$ cat src/rtl/pc_sequencer_pkg.sv
// Shared widths, reset/start values and state encoding for the fetch-side PC sequencer.
package pc_sequencer_pkg;

  localparam int unsigned PC_W     = 11;
  localparam int unsigned LUT_AW   = 5;
  localparam int unsigned START_PC = 0;
  localparam int unsigned CNT_W    = 16;
  localparam int unsigned STACK_DEPTH = 4;

  typedef enum logic [1:0] {
    IDLE = 2'b00,
    RUN  = 2'b01,
    HALT = 2'b10
  } state_e;

endpackage

$ cat src/rtl/pc_sequencer_ret_stack.sv
// Return-address stack used by pc_sequencer when RET_STACK_EN is defined.
// Push when full discards the oldest entry; pop when empty is a no-op.
module ret_stack #(
  parameter int unsigned W     = 11,
  parameter int unsigned DEPTH = 4
) (
  input  logic         clk,
  input  logic         rst,
  input  logic         clr,
  input  logic         push,
  input  logic         pop,
  input  logic [W-1:0] din,
  output logic [W-1:0] dout,
  output logic         empty
);

  localparam int unsigned AW = $clog2(DEPTH);
  localparam int unsigned CW = $clog2(DEPTH + 1);

  logic [W-1:0]  mem [DEPTH];
  logic [CW-1:0] cnt;
  logic          full;
  logic [AW-1:0] wr_idx;
  logic [AW-1:0] top_idx;

  assign full    = (cnt == CW'(DEPTH));
  assign empty   = (cnt == '0);
  assign wr_idx  = AW'(cnt);
  assign top_idx = AW'(cnt - CW'(1));
  assign dout    = empty ? '0 : mem[top_idx];

  always_ff @(posedge clk or posedge rst) begin
    if (rst) begin
      cnt <= '0;
      for (int unsigned i = 0; i < DEPTH; i++) mem[i] <= '0;
    end else if (clr) begin
      cnt <= '0;
    end else if (pop) begin
      if (!empty) cnt <= cnt - CW'(1);
    end else if (push) begin
      if (full) begin
        // slide everything toward the bottom so the oldest entry falls off
        for (int unsigned i = 0; i + 1 < DEPTH; i++) mem[i] <= mem[i+1];
        mem[DEPTH-1] <= din;
      end else begin
        mem[wr_idx] <= din;
        cnt         <= cnt + CW'(1);
      end
    end
  end

endmodule

$ cat src/rtl/pc_sequencer.sv
// Fetch-side program counter sequencer: IDLE/RUN/HALT, LUT branches, instruction count.
// Optional 4-deep call/return stack enabled by defining RET_STACK_EN.
module pc_sequencer #(
  parameter int unsigned PC_W     = pc_sequencer_pkg::PC_W,
  parameter int unsigned LUT_AW   = pc_sequencer_pkg::LUT_AW,
  parameter int unsigned START_PC = pc_sequencer_pkg::START_PC,
  parameter int unsigned CNT_W    = pc_sequencer_pkg::CNT_W
) (
  input  logic              Clk,
  input  logic              Reset,
  input  logic              Start,
  input  logic              Stall,
  input  logic              Halt,
  input  logic              BranchEn,
  input  logic              BranchTaken,
  input  logic [LUT_AW-1:0] LutIdx,
  input  logic [PC_W-1:0]   LutTarget,
`ifdef RET_STACK_EN
  input  logic              Call,
  input  logic              Ret,
  output logic              StackErr,
`endif
  output logic [LUT_AW-1:0] LutAddr,
  output logic [PC_W-1:0]   PC,
  output logic              Busy,
  output logic              Done,
  output logic [CNT_W-1:0]  InstCnt
);

  import pc_sequencer_pkg::*;

  state_e           state_q, state_d;
  logic [PC_W-1:0]  pc_q, pc_d, pc_inc;
  logic [CNT_W-1:0] cnt_q, cnt_d, cnt_inc;

  assign pc_inc  = pc_q + PC_W'(1);
  assign cnt_inc = (cnt_q == '1) ? cnt_q : cnt_q + CNT_W'(1);

  assign LutAddr = LutIdx;
  assign PC      = pc_q;
  assign InstCnt = cnt_q;
  assign Busy    = (state_q == RUN);
  assign Done    = (state_q == HALT);

`ifdef RET_STACK_EN
  logic            stk_push, stk_pop, stk_clr, stk_empty, err_set, err_q;
  logic [PC_W-1:0] stk_top;

  ret_stack #(
    .W     (PC_W),
    .DEPTH (STACK_DEPTH)
  ) u_ret_stack (
    .clk   (Clk),
    .rst   (Reset),
    .clr   (stk_clr),
    .push  (stk_push),
    .pop   (stk_pop),
    .din   (pc_inc),
    .dout  (stk_top),
    .empty (stk_empty)
  );

  assign StackErr = err_q;

  always_ff @(posedge Clk or posedge Reset) begin
    if (Reset)        err_q <= 1'b0;
    else if (stk_clr) err_q <= 1'b0;
    else if (err_set) err_q <= 1'b1;
  end
`endif

  always_ff @(posedge Clk or posedge Reset) begin
    if (Reset) begin
      state_q <= IDLE;
      pc_q    <= '0;
      cnt_q   <= '0;
    end else begin
      state_q <= state_d;
      pc_q    <= pc_d;
      cnt_q   <= cnt_d;
    end
  end

  always_comb begin
    state_d = state_q;
    pc_d    = pc_q;
    cnt_d   = cnt_q;
`ifdef RET_STACK_EN
    stk_push = 1'b0;
    stk_pop  = 1'b0;
    stk_clr  = 1'b0;
    err_set  = 1'b0;
`endif
    case (state_q)
      IDLE, HALT: begin
        if (Start) begin
          state_d = RUN;
          pc_d    = PC_W'(START_PC);
          cnt_d   = '0;
`ifdef RET_STACK_EN
          stk_clr = 1'b1;
`endif
        end
      end
      RUN: begin
        // every unstalled RUN cycle retires exactly one instruction, halt included
        if (!Stall) begin
          cnt_d = cnt_inc;
          if (Halt) begin
            state_d = HALT;
`ifdef RET_STACK_EN
          end else if (Ret) begin
            if (stk_empty) begin
              pc_d    = pc_inc;
              err_set = 1'b1;
            end else begin
              pc_d    = stk_top;
              stk_pop = 1'b1;
            end
          end else if (Call) begin
            pc_d     = LutTarget;
            stk_push = 1'b1;
`endif
          end else if (BranchEn && BranchTaken) begin
            pc_d = LutTarget;
          end else begin
            pc_d = pc_inc;
          end
        end
      end
      default: state_d = IDLE;
    endcase
  end

endmodule
$ cat config.mk
export PLATFORM = sky130hd
export DESIGN_NAME = pc_sequencer
export DESIGN_NICKNAME = d
export VERILOG_FILES = /design/src/rtl/pc_sequencer_pkg.sv /design/src/rtl/pc_sequencer_ret_stack.sv /design/src/rtl/pc_sequencer.sv
export SDC_FILE = /design/constraint.sdc
export NUM_CORES = 1
export LEC_CHECK = 0
export ABC_AREA = 1
export CAP_MARGIN = 20
export CORE_UTILIZATION = 50
export CTS_BUF_LIST = sky130_fd_sc_hd__clkbuf_4 sky130_fd_sc_hd__clkbuf_8
export DETAILED_ROUTE_END_ITERATION = 8
export GPL_TIMING_DRIVEN = 0
export PLACE_DENSITY = 0.83
export SLEW_MARGIN = 15
export SYNTH_ARGS = -nofsm -noshare
export SYNTH_HDL_FRONTEND = slang
export SYNTH_SLANG_ARGS = --single-unit
$ cat constraint.sdc
create_clock -name Clk -period 3.2 [get_ports Clk]
set_input_delay 0.32 -clock Clk [delete_from_list [all_inputs] [get_ports Clk]]
set_output_delay 0.32 -clock Clk [all_outputs]
set_load 0.03 [all_outputs]
==> key figures <==
Detailed routing
  • Sum of routed wire length over all layers: 4.65 mm
  • ANT nets after route: 0
  • Initial DRC count: 124
  • Vias: 1,979
  • Drc violations: 0
  • First-pass iteration count of the detailed router: 4
  • WL/cell: between 10 and 15 um
  • Vias/cell: ~5

Final layout
  • Layout cell share with drive strength beyond 1: about 9.7%
  • Synthesis-to-layout area growth: 34.4%
  • Final instance area: 0.00263 mm^2
  • Utilization after layout: 70.6%
  • Diodes inserted: 0
  • NumNets Final: approximately 370

Power and ir drop
  • Clock share of power: 19.0%
  • Cell Pwr Density: 617 mW/mm^2
  • Worst VDD drop: 0.358 mV
  • Leak: 0.00117 uW
  • Switching Power: 734 uW
  • Seq pwr share: 32.3%
  • Pint: 885 uW
  • Combinational group share of total power: approximately half
  • Sw Share: about 45%

Timing
  • Final period util: 68.7%
  • RSZ-0062 raised after global routing: false
  • Setup ws final: 1000 ps
  • Setup TNS Final: 0 ps
  • FMAX: roughly 0.45 GHz
  • Final Skew: 8.44 ps
  • Final Hold Viols: 0
  • Minimum clock period: around 2200 ps
  • Slew Limit Fails: 0
  • Final Setup Violations: 0
  • Least-Margin Pin Slew: 663 ps
  • Hold WS: 425 ps
  • Slew headroom: 55.8%

Global route
  • Initial antenna violation count: 0
  • Total gr overflow: 0
  • Vias in the first global route: 1,723
  • First-pass GRT wire length: 7.78 mm
  • Largest net degree at the start of global routing: 18
  • GRT Overall Usage: roughly a quarter

Setup path
  • CP arrival: 1880 ps
  • R2R Setup Slk: between 1500 and 2000 ps
  • FF-to-FF Start: PC[0]
  • CP required: about 2900 ps
  • Slowest stage delay, CP: 710 ps
  • FF-to-FF path depth: 8
  • Kind of critical path: flip-flop to output pin
  • CP max-delay cell: clkdlybuf4s50_1
  • CP top delay family: buffers and inverters
  • Buf/Inv on CP: 3
  • Crit Path Max Fanout: 10
  • R2R Path End: PC[8]
  • Worst Setup End Kind: output pin
  • Critical-path cell list: inv_2 -> nor2_4 -> buf_2 -> clkdlybuf4s50_1
  • CP Depth: 4
  • CP Launch Type: flip-flop

Logic synthesis
  • Cell Area, Synth: 0.00195 mm^2
  • Post-synthesis register bit count: 29
  • Synth warnings: 0
  • Post-Synthesis Cells: 281
  • Distinct cells, synth: 28
  • Syn Nets: 306
  • Syn Area/Cell: between 6 and 7 um^2
  • Register area share after synthesis: 37.2%

Placement
  • Port-buffer cells: 51
  • Post-DP HPWL: 3.41 mm
  • Placement Cell Area: 0.00254 mm^2
  • Post-Place Worst Slack: 1320 ps
  • Routability Congestion: roughly 0.90

Floorplanning
  • Cell row count: 22
  • Die Ht: 64.5 um
  • Die area: 0.00416 mm^2
  • Io pins: 57
  • Die Width: 64.5 um
  • Initial Utilization: 52.6%
  • CORE AREA: 0.00372 mm^2

Clocking
  • H-tree depth: 2
  • CTS Buffer Depth: 2
  • Root buffer cell: clkbuf_8
  • CTS tree: done
  • Worst-path clk slew: around 70 ps
  • Worst-skew pair later-pin latency: approximately 290 ps
  • Hold-fix buffers, CTS: 0
  • TritonCTS Buffers: 5
  • PostCTS Resize Cnt: 0
  • Post-CTS Setup Repair Bufs: 0
  • # clock sinks: 29

Run
  • Max-cap violations: 0

Outcome
  • Outcome: finished, final reports clean

Hold path
  • Hold crit path type: primary input to asynchronous set/reset pin
[layer usage]
layer / vias up / share of wire (%) / GRT usage, %
met5: - / 0 / 0
met4: 0 / 1.9 / 9.17
met3: 8 / 6.7 / 6.69
met2: 75 / 45 / 39.2
met1: 896 / 46 / 31.5
li1: 1000 / - / -
[power by group through the flow]
stage | clock network, uW | registers (uW) | logic, uW
2_1_floorplan | 0 | 610 | 440
5_1_grt | 335 | 534 | 856
4_1_cts | 312 | 522 | 790
6_report | 308 | 523 | 789
3_5_place_dp | 0 | 529 | 784
3_3_place_gp | 0 | 524 | 771
[area by class of cell]
type	count	area (um^2)
timing repair buffer	52	526
sequential	29	726
fill	325	1090
tap	48	60.1
buffer	10	72.6
clock inverter	3	17.5
multi-input combinational	218	1060
clock buffer	5	68.8
inverter	24	90.1
[kinds of logic after synthesis]
logic type               Yosys count  share of synthesized area, %
AND/OR/NAND/NOR                  181                          42.0
buffers and inverters             34                          8.33
flip-flops                        29                          37.2
AO/OA/AOI/OAI                     25                          6.73
XOR/XNOR                          10                          4.48
adder cells (fa/ha/maj)            2                          1.28
[synth_stat cells]
master      n  area, um^2
a21oi_1     1        5.00
nand2_4     2        22.5
xnor2_1     6        52.6
nor2_4      2        22.5
nand3b_1    4        30.0
buf_6       2        22.5
o21ai_1     6        30.0
nand4_1     3        18.8
xor2_1      4        35.0
o31ai_1     1        7.51
nor2_2      2        12.5
nand2_2     2        12.5
nor2_1     39         146
dfrtp_1    29         726
nor2_8      1        20.0
a2bb2oi_1   1        8.76
nand2_1    99         372
inv_1      22        82.6
clkbuf_1    2        7.51
ha_1        2        25.0
nand3_1    22         110
nand3_4     1        17.5
nand3_2     3        30.0
inv_2       2        7.51
buf_4       5        37.5
buf_2       1        5.00
o21ai_0    16        80.1
or2_2       1        6.26
[placed cells by master, fill, tap and decap left out, types with 3 or more instances in the layout]
cell	instances
nand4_1	3
dfrtp_1	29
nand2_1	99
nor2_1	39
o21ai_1	6
nand3_1	22
xor2_1	4
xnor2_1	6
clkbuf_8	5
o21ai_0	16
inv_1	22
nand3b_1	4
buf_4	5
clkdlybuf4s50_1	51
nand3_2	3
[flip-flops by register name, summed over array words and instances, names as in the netlist]
| name | flops |
|---|---|
| InstCnt | 16 |
| state_q | 2 |
| PC | 11 |
[metrics by stage]
| stage | total power, uW | std cells |
|---|---|---|
| final | 1620 | 389 |
| after global routing | 1730 | 389 |
| after CTS | 1620 | 389 |
| after detailed placement | 1310 | 381 |
| after global placement | 1290 | 380 |
| after floorplan | 1050 | 281 |
[how the worst max path moves through the flow]
stage,start,end,slack (ps)
2_1_floorplan,InstCnt[0],InstCnt[0],1560
3_3_place_gp,state_q[0],Busy,1330
3_5_place_dp,state_q[0],Busy,1320
4_1_cts,state_q[0],Busy,990
5_1_grt,state_q[0],Busy,900
6_report,state_q[0],Busy,1000
No activity file was read; power rests on OpenSTA's default activity.
